<file path="src/rtl/apb_reg_bridge.sv">
// APB4 slave bridge to a word-addressed register set: one transfer in flight,
// registered register-side request, PSLVERR on out-of-range index or done timeout.
module apb_reg_bridge #(
  parameter int ADDR_W    = 8,
  parameter int DATA_W    = 32,
  parameter int REG_DEPTH = 16,
  parameter int TIMEOUT   = 15,
  localparam int STRB_W   = DATA_W / 8
) (
  input  logic              s_apb_pclk_i,
  input  logic              s_apb_preset_i,
  input  logic              s_apb_psel_i,
  input  logic              s_apb_penable_i,
  input  logic [ADDR_W-1:0] s_apb_paddr_i,
  input  logic              s_apb_pwrite_i,
  input  logic [DATA_W-1:0] s_apb_pwdata_i,
  input  logic [STRB_W-1:0] s_apb_pstrb_i,
  output logic [DATA_W-1:0] s_apb_prdata_o,
  output logic              s_apb_pready_o,
  output logic              s_apb_pslverr_o,
  output logic [ADDR_W-1:0] reg_addr_o,
  output logic [DATA_W-1:0] reg_data_o,
  output logic [STRB_W-1:0] reg_strb_o,
  input  logic [DATA_W-1:0] reg_data_i,
  output logic              reg_wr_en_o,
  output logic              reg_rd_en_o,
  input  logic              reg_wr_done_i,
  input  logic              reg_rd_done_i,
  output logic              timeout_o
);

  localparam int OFF   = $clog2(STRB_W);
  localparam int CNT_W = (TIMEOUT > 1) ? $clog2(TIMEOUT) : 1;

  typedef enum logic [1:0] {IDLE, REQ, WAIT, RESP} state_t;

  state_t              state_q, state_d;
  logic [CNT_W-1:0]    cnt_q, cnt_d;
  logic                err_q, err_d;
  logic                to_q, to_d;
  logic                write_q, write_d;
  logic [ADDR_W-1:0]   addr_q, addr_d;
  logic [DATA_W-1:0]   data_q, data_d;
  logic [STRB_W-1:0]   strb_q, strb_d;
  logic [DATA_W-1:0]   prdata_q, prdata_d;
  logic                pready_q, pready_d;
  logic                pslverr_q, pslverr_d;
  logic                wr_en_q, wr_en_d;
  logic                rd_en_q, rd_en_d;
  logic                timeout_q, timeout_d;

  logic [ADDR_W-1:0]   idx;
  logic                done;

  assign idx  = s_apb_paddr_i >> OFF;
  assign done = write_q ? reg_wr_done_i : reg_rd_done_i;

  always_comb begin
    state_d   = state_q;
    cnt_d     = cnt_q;
    err_d     = err_q;
    to_d      = to_q;
    write_d   = write_q;
    addr_d    = addr_q;
    data_d    = data_q;
    strb_d    = strb_q;
    prdata_d  = prdata_q;
    pready_d  = 1'b0;
    pslverr_d = 1'b0;
    wr_en_d   = 1'b0;
    rd_en_d   = 1'b0;
    timeout_d = 1'b0;
    case (state_q)
      IDLE: begin
        // pready_q still high means the access phase just completed; not a new request
        if (s_apb_psel_i && s_apb_penable_i && !pready_q) begin
          addr_d  = idx;
          data_d  = s_apb_pwdata_i;
          strb_d  = s_apb_pwrite_i ? s_apb_pstrb_i : '0;
          write_d = s_apb_pwrite_i;
          to_d    = 1'b0;
          if (32'(idx) >= 32'(REG_DEPTH)) begin
            err_d   = 1'b1;
            state_d = RESP;
            if (!s_apb_pwrite_i) prdata_d = '0;
          end else begin
            err_d   = 1'b0;
            state_d = REQ;
          end
        end
      end
      REQ: begin
        wr_en_d = write_q;
        rd_en_d = !write_q;
        cnt_d   = '0;
        state_d = WAIT;
      end
      WAIT: begin
        if (done) begin
          if (!write_q) prdata_d = reg_data_i;
          err_d   = 1'b0;
          state_d = RESP;
        end else if ((TIMEOUT != 0) && (cnt_q == CNT_W'(TIMEOUT - 1))) begin
          if (!write_q) prdata_d = '0;
          err_d   = 1'b1;
          to_d    = 1'b1;
          state_d = RESP;
        end else begin
          cnt_d = cnt_q + 1'b1;
        end
      end
      RESP: begin
        pready_d  = 1'b1;
        pslverr_d = err_q;
        timeout_d = to_q;
        state_d   = IDLE;
      end
      default: state_d = IDLE;
    endcase
  end

  always_ff @(posedge s_apb_pclk_i or posedge s_apb_preset_i) begin
    if (s_apb_preset_i) begin
      state_q   <= IDLE;
      cnt_q     <= '0;
      err_q     <= 1'b0;
      to_q      <= 1'b0;
      write_q   <= 1'b0;
      addr_q    <= '0;
      data_q    <= '0;
      strb_q    <= '0;
      prdata_q  <= '0;
      pready_q  <= 1'b0;
      pslverr_q <= 1'b0;
      wr_en_q   <= 1'b0;
      rd_en_q   <= 1'b0;
      timeout_q <= 1'b0;
    end else begin
      state_q   <= state_d;
      cnt_q     <= cnt_d;
      err_q     <= err_d;
      to_q      <= to_d;
      write_q   <= write_d;
      addr_q    <= addr_d;
      data_q    <= data_d;
      strb_q    <= strb_d;
      prdata_q  <= prdata_d;
      pready_q  <= pready_d;
      pslverr_q <= pslverr_d;
      wr_en_q   <= wr_en_d;
      rd_en_q   <= rd_en_d;
      timeout_q <= timeout_d;
    end
  end

  assign s_apb_prdata_o  = prdata_q;
  assign s_apb_pready_o  = pready_q;
  assign s_apb_pslverr_o = pslverr_q;
  assign reg_addr_o      = addr_q;
  assign reg_data_o      = data_q;
  assign reg_strb_o      = strb_q;
  assign reg_wr_en_o     = wr_en_q;
  assign reg_rd_en_o     = rd_en_q;
  assign timeout_o       = timeout_q;

endmodule
</file>
<file path="config.mk">
export PLATFORM = sky130hd
export DESIGN_NAME = apb_reg_bridge
export DESIGN_NICKNAME = d
export VERILOG_FILES = /design/src/rtl/apb_reg_bridge.sv
export SDC_FILE = /design/constraint.sdc
export NUM_CORES = 1
export LEC_CHECK = 0
export ABC_AREA = 1
export BUFFER_PORTS_ARGS = -buffer_cell sky130_fd_sc_hd__buf_2
export CAP_MARGIN = 20
export CORE_UTILIZATION = 48
export DETAILED_ROUTE_END_ITERATION = 7
export HOLD_SLACK_MARGIN = 0.05
export PLACE_DENSITY = 0.8
export REMOVE_ABC_BUFFERS = 1
export SYNTH_ARGS = -nofsm -noshare
export SYNTH_HDL_FRONTEND = slang
export SYNTH_SLANG_ARGS = --single-unit
export TNS_END_PERCENT = 50
</file>
<file path="constraint.sdc">
create_clock -name s_apb_pclk_i -period 4 [get_ports s_apb_pclk_i]
set_input_delay 0.8 -clock s_apb_pclk_i [delete_from_list [all_inputs] [get_ports s_apb_pclk_i]]
set_output_delay 0.8 -clock s_apb_pclk_i [all_outputs]
set_load 0.005 [all_outputs]
</file>
## Word-level counts from Yosys, hierarchy flattened

Cells that the tools add are included.

- Flip-flop bits (word level): 88
- Latch bits: 0
- Memory bits (writable): 0
- Memory bits (read-only): 0
- Input bits: 83
- Output and inout bits: 81
- Logic and storage cells: 73
- Memories: 0

- Add/sub/neg operators: 1
- $mul: 0
- Div/mod/pow operators: 0
- Magnitude comparators: 1
- Eq/ne operators: 13
- Shift-type cells: 0
- Mux-type cells: 31
- Bitwise logic cells: 0
- Reductions and logical operators: 13

Operator list:

| operator | number |
|---|---|
| 32-bit two-way mux | 7 |
| 32-bit one-hot mux with 2 select lines | 1 |
| 1-bit two-way mux | 12 |
| 4-bit two-way mux | 3 |
| 2-bit != test (second input constant) | 6 |
| 3-bit != test (second input constant) | 3 |
| 2-bit two-way mux | 4 |
| 2-bit one-hot mux with 4 select lines | 1 |
| 4-bit one-hot mux with 2 select lines | 1 |
| 7-bit AND reduction | 1 |
| 6-bit by 5-bit >= comparator with 1-bit output (second input constant) | 1 |
| 3-bit AND reduction | 2 |
| 4-bit by 1-bit adder with 4-bit output (second input constant) | 1 |
| 2-bit == test (second input constant) | 2 |
| 4-bit == test (second input constant) | 1 |
| 1-bit one-hot mux with 2 select lines | 2 |
| 2-bit AND reduction | 2 |
| 4-bit AND reduction | 1 |
| 2-bit nonzero test | 2 |
| 2-bit by 1-bit == test with 1-bit output (second input constant) | 1 |
| 1-bit logical AND | 2 |
| 1-bit logical NOT | 2 |
| 2-bit logical NOT | 1 |

## Logic depth before layout (Yosys ltp)

Gate-level depths: netlist (run 1).

- Depth in word-level cells: 4
- Mapped depth: 12
- Depth with buffers taken out: 10

## Worst setup path after synthesis (run 1)

OpenSTA, ideal clock, no wires.

- Path type: input-to-reg
- Start: input s_apb_psel_i
- End: register prdata_q[0], in the netlist s_apb_prdata_o[0]
- Setup time: 0.116 ns
- Arrival time: 1.539 ns
- Data required time: 3.884 ns
- Slack: 2.344 ns
- Stages on the path: 8
- Path buffers: 1
- Cells stage by stage: nand3_1 > nand2_1 > nand2_1 > nor2_4 > nand2_4 > buf_6 > nand2_1 > nand2_1

- Word-level cells in the longest chain between the ends: 4

Ends and longest elaborated chain:

| what | line | text |
|---|---|---|
| start, declared | 12 | `input logic s_apb_psel_i,` |
| 1-bit logical AND (2 in series) | 76 | `if (s_apb_psel_i && s_apb_penable_i && !pready_q) begin` |
| 2-bit != test (no source line) | -- |  |
| 7-bit AND reduction (no source line) | -- |  |
| end signal, assigned | 147 | `prdata_q <= prdata_d;` |
| end, declared | 45 | `logic [DATA_W-1:0] prdata_q, prdata_d;` |

No other way between the ends.
A chain may end at the register's enable or synchronous reset.

## Worst setup path after layout (run 1)

- Start: register state_q[0]
- End: register prdata_q[3], in the netlist s_apb_prdata_o[3]

- Word-level cells in the longest chain between the ends: 3
- Elaborated cells on any way between the ends: 11
- Those cells by class: eq/ne: 7; mux: 1; reduce/logical: 3

Ends and longest elaborated chain:

| what | line | text |
|---|---|---|
| start, declared | 37 | `state_t state_q, state_d;` |
| start signal, assigned | 139 | `state_q <= state_d;` |
| 2-bit == test or 2-bit logical NOT (tied branches) | 73 | `case (state_q)` |
| 3-bit != test (no source line) (tied with other cells) | -- |  |
| 7-bit AND reduction (no source line) | -- |  |

Parallel ways exist; a longest one is shown, timed or not.

==> results.cfg, run 1 <==
[run_status]
status = complete, no violations

[timing]
slew_headroom_pct = 46.8
worst_pin_slew_ns = 0.795
fin_worst_skew_ns = 0.0109
finalSetupViolations = 0
fin_crit_sh_pct = 65.0
timing.final.crit_period_ns = 2.60
final_max_slew_viol_count = 0
finalSetupTns_ns = 0
finalHoldViolations = 0
rsz0062_at_grt = false
fmax_mhz = 385

[clock_network]
htree_levels = 3
holdBufCountCts = 0
numCtsBuffers = 9
clk_pin_slew_ns = 0.09
post_cts_resize_count = 0
insertion_delay_ns = 0.35
cts.path.max_buffers = 2
postCtsSetupBuffers = 0
cts_root_buffer = clkbuf_8
cts_tree = done
cts_sinks = 88

[synthesis]
synth-edff-count = 0
synth_ff_type = dfrtp_1
syn_avg_cell_area_um2 = 8.06
yosys-top-cells-area = dfrtp_1, nand2_1, nand3_1
ys_async_sr_fraction_pct = 100
seq_area_frac_synth_pct = 56.3
syn-cell-area_um2 = 3910
synth_largest_area_cell = dfrtp_1
synth_top_area_share_pct = 56.3
synth_seq_cells = 88
synth_cell_types = 20
netlist_instances = 485
yosys_warnings = 0

[worst_setup_path]
cp-end-kind = flip-flop
cp.required_ns = 4.23
cp-endpoint = s_apb_prdata_o[3]$_DFFE_PP0P_
startpoint_type = flip-flop
cp_common_cell = nand2_1
r2r_start = state_q[0]$_DFFE_PP0P_
slowest_stage = nor2_4
path_cells = inv_1 > ha_1 > inv_1 > nand2_1 > nand2_1 > nor2_4 > nand2_4 > nand2_1 > nand2_1
cpPeakStageDelay_ns = 0.62
path_max_fanout = 33
crit_type = reg -> reg
rrSetupSlack_ns = 1.40
startpoint = state_q[0]$_DFFE_PP0P_
r2r_end = s_apb_prdata_o[3]$_DFFE_PP0P_
reg2reg_depth = 9
crit_arrival_ns = 2.83

[power_and_ir_drop]
leakage_nw = 3.12
power_density_nw_per_um2 = 694
vdd_drop_max_uv = 254

[grt]
grt_overflow_total = 0
grt_pass1_vias = 3265
antenna_found_initial = 0
grt_usage_pct = 21.7
grt_max_degree = 46
grt_pass1_wl_um = 14500

[final_layout]
diodes = 0
drive_above_1_share_pct = 29.3
fin_util_pct = 63.5
nets = 727
syn_to_final_growth_pct = 26.8
n_fill_cell = 696

[run]
max_cap_violations = 0

[floorplan]
dieArea_um2 = 8510
io_pins = 164
die_x_um = 92.3
initial_utilization_pct = 50.1
die_h_um = 92.3
design.core.area_um2 = 7810
core.rowCount = 32

[detailed_routing]
drt-initial-drc-count = 102
wl_um = 8980
drt_pre_antenna_iters = 4
ant_nets = 0
routedWlPerCell_um = 12.1
drt_drc_violations_left = 0
viasPerCell = 4.76
via_count = 3540

[min_path]
min_from = reg_data_o[3]$_DFFE_PP0P_
hp-class = reg -> reg

[placement]
io_buffers = 159
gp_congestion = 0.820
hpwl_um = 6350
-- metrics by stage --
stage / cells / worst slack, ns / hold WS, ns / area, µm² / power, mW
floorplan: 463 / 0.921 / 0.427 / 3770 / 2.20
global placement: 727 / 1.43 / 0.448 / 4730 / 2.77
global route: 744 / 1.13 / 0.499 / 4960 / 3.74
CTS: 743 / 1.40 / 0.475 / 4930 / 3.46
detailed placement: 727 / 1.40 / 0.453 / 4730 / 2.83
finish: 744 / 1.40 / 0.471 / 4960 / 3.44
-- cells in the mapped netlist, types with 2 or more instances --
library cell and n:
dfrtp_1 88, nand2_2 2, nand3_1 40, inv_1 49, buf_4 6, o21ai_0 7
nor2_4 2, buf_2 10, clkbuf_1 4, nand2_1 216, ha_1 7, buf_6 3
nor2_1 43, inv_2 2
-- power by group --
part / switching [mW] / total, mW / internal [mW] / leakage [nW]
combinational: 0.858 / 1.38 / 0.524 / 1.88
sequential: 0.193 / 1.44 / 1.25 / 1.15
clock: 0.326 / 0.620 / 0.294 / 0.0966
total: 1.38 / 3.44 / 2.07 / 3.12
-- cell families (layout without fill, tap and decap cells) --
logic type / after synthesis / count (layout) / share of synthesized area [%]
buffers and inverters: 74 / 230 / 8.58
xor gates and xnor gates: 1 / 1 / 0.224
and+or+nand+nor: 305 / 305 / 31.3
DFF: 88 / 88 / 56.3
other: 1 / 2 / 0.0959
adders and majority gates: 7 / 7 / 2.24
AOI/OAI and AO/OA: 9 / 9 / 1.22
-- per-layer routing --
layer | share of wire (%) | up-vias | GRT usage (%) | wire, µm
li1 | - | 1751 | - | -
met1 | 45 | 1648 | 26.2 | 4020
met2 | 46 | 134 | 37.2 | 4160
met3 | 8.1 | 7 | 6.88 | 728
met4 | 0.78 | 0 | 5.99 | 70
met5 | 0 | - | 0 | 0
-- flip-flops by register name, summed over array words and instances, names as in the netlist, 2 cells and up --
register and count:
reg_strb_o 4, reg_data_o 32, reg_addr_o 6, state_q 2, s_apb_prdata_o 32, cnt_q 4
-- area by class of cell --
type / count / area [µm²] / share of cell area, %
repair buffers: 163 / 858 / 17.3
multi-input cells: 324 / 1380 / 27.8
clock inverters: 7 / 76.3 / 1.54
clock buffers: 9 / 124 / 2.50
inverters: 51 / 193 / 3.89
flip-flops and latches: 88 / 2200 / 44.4
well taps: 102 / 128 / 2.57
-- worst max-delay path: cells and delay by family, from the launching register on --
kind | cells | cell delay, ns
DFF | 1 | 0.42
and+or+nand+nor | 6 | 1.43
adders and majority gates | 1 | 0.36
buffers and inverters | 2 | 0.26
-- worst min path at each step --
stage                     depth (start not counted)  slack (ns)                        endpoint
after floorplan                                   2        0.43       s_apb_pslverr_o$_DFF_PP0_
after global placement                            2        0.45       reg_addr_o[0]$_DFFE_PP0P_
after detailed placement                          2        0.45  s_apb_prdata_o[23]$_DFFE_PP0P_
after CTS                                         2        0.48       reg_data_o[3]$_DFFE_PP0P_
after global routing                              2        0.50      reg_data_o[30]$_DFFE_PP0P_
final                                             2        0.47       reg_data_o[3]$_DFFE_PP0P_
-- layout by cell type, fill, tap and decap left out, types with 3 or more instances in the layout --
cell      synthesis  final
o21ai_0           7      7
inv_6             0      3
buf_2            10    159
clkbuf_8          0      9
inv_1            49     48
ha_1              7      7
dfrtp_1          88     88
nand3_1          40     40
nand2_1         216    216
nor2_1           43     43
Power figures use the tool's default switching activity.
==> run 2: changes to the inputs <==
Clock period 4 ns to 2.5 ns, I/O delays scaled along.
==> results.cfg, run 2 (synthesis gave the netlist of run 1 again) <==
[timing]
finalHoldViolations = 0
finalSetupTns_ns = 0
fin_crit_sh_pct = 82.0
final_max_slew_viol_count = 0
worst_pin_slew_ns = 0.690
fmax_mhz = 488
finalSetupViolations = 0
timing.final.crit_period_ns = 2.05
slew_headroom_pct = 53.9
rsz0062_at_grt = false
fin_worst_skew_ns = 0.0108

[worst_setup_path]
startpoint = state_q[0]$_DFFE_PP0P_
cp-endpoint = s_apb_prdata_o[7]$_DFFE_PP0P_
cp-end-kind = flip-flop
crit_arrival_ns = 2.28
startpoint_type = flip-flop
reg2reg_depth = 9
path_max_fanout = 32
cp.required_ns = 2.73
crit_type = reg -> reg
r2r_end = s_apb_prdata_o[7]$_DFFE_PP0P_
r2r_start = state_q[0]$_DFFE_PP0P_
rrSetupSlack_ns = 0.45

[grt]
grt_pass1_wl_um = 15000
grt_overflow_total = 0
grt_max_degree = 45
grt_pass1_vias = 3260
grt_usage_pct = 22.6
antenna_found_initial = 0

[final_layout]
multi_input_area_um2 = 1380
n_fill_cell = 699
drive_above_1_share_pct = 29.6
final_cells = 747
seqCellArea_um2 = 2200
syn_to_final_growth_pct = 27.6
layout_commonest_cell = nand2_1
diodes = 0
nets = 730
final_cell_mix = nand2_1, buf_2, dfrtp_1

[floorplan]
initial_utilization_pct = 50.1
core.rowCount = 32
design.core.area_um2 = 7810
dieArea_um2 = 8510
io_pins = 164
die_x_um = 92.3
die_h_um = 92.3

[run]
max_cap_violations = 0

[run_status]
status = complete, no violations

[placement]
dp.cells = 731
io_buffers = 159
hpwl_um = 6520
gp_congestion = 0.781

[clock_network]
postCtsSetupBuffers = 0
numCtsBuffers = 9
cts_root_buffer = clkbuf_8
cts_tree = done
post_cts_resize_count = 0
cts.path.max_buffers = 2
cts_sinks = 88
insertion_delay_ns = 0.34
clk_pin_slew_ns = 0.10
holdBufCountCts = 0
htree_levels = 3

[detailed_routing]
wl_um = 9090
drt_drc_violations_left = 0
viasPerCell = 4.66
drt-initial-drc-count = 134
via_count = 3480
routedWlPerCell_um = 12.2
drt_pre_antenna_iters = 4
ant_nets = 0

[min_path]
hp-class = in -> async

[power_and_ir_drop]
leakage_nw = 3.15
power_density_nw_per_um2 = 1120
vdd_drop_max_uv = 408
run 2: per-layer routing:
metal | up-vias | track usage, % | wire [µm]
met5 | - | 0 | 0
met4 | 0 | 7.03 | 85
met3 | 6 | 6.22 | 699
met2 | 134 | 37.9 | 4300
met1 | 1587 | 28.5 | 4010
li1 | 1753 | - | -
run 2: final cells by class:
| class | count | share of cell area, % |
|---|---|---|
| clock buffer | 10 | 2.76 |
| inverter | 51 | 3.86 |
| multi-input combinational | 324 | 27.6 |
| timing repair buffer | 166 | 17.3 |
| sequential | 88 | 44.1 |
| tap | 102 | 2.56 |
| clock inverter | 6 | 1.83 |
run 2: power by group:
group | total [mW] | internal, mW | switching, mW
clock | 1.11 | 0.596 | 0.512
sequential | 2.30 | 2.00 | 0.306
combinational | 2.19 | 0.833 | 1.36
total | 5.60 | 3.43 | 2.18
run 2: worst max-delay path, cell delays in order, from the launching register on:
cell and delay (ns):
dfrtp_1 0.42, inv_1 0.12, ha_1 0.35, inv_1 0.12, nand2_1 0.09, nand2_1 0.10, nor2_4 0.27, nand2_4 0.27
nand2_1 0.14, nand2_1 0.06
run 2: stage by stage:
step                      util [%]  instance area [µm²]  total power, mW  worst slack [ns]  hold slack [ns]
after floorplan                  -                 3770             3.52            -0.279            0.427
after global placement        61.0                 4760             4.45             0.477            0.447
after detailed placement      61.0                 4760             4.55             0.449            0.454
after CTS                     63.9                 4990             5.67             0.415           0.0932
after global routing          63.9                 4990             6.09             0.206            0.110
final                         63.9                 4990             5.60             0.449            0.105
run 2: how the worst min path moves through the flow:
stage                                             to  depth (start not counted)
after floorplan            s_apb_pslverr_o$_DFF_PP0_                          2
after global placement    reg_data_o[21]$_DFFE_PP0P_                          2
after global routing      reg_data_o[11]$_DFFE_PP0P_                          2
final                     reg_data_o[22]$_DFFE_PP0P_                          2
after detailed placement   reg_addr_o[2]$_DFFE_PP0P_                          2
after CTS                 reg_data_o[22]$_DFFE_PP0P_                          2
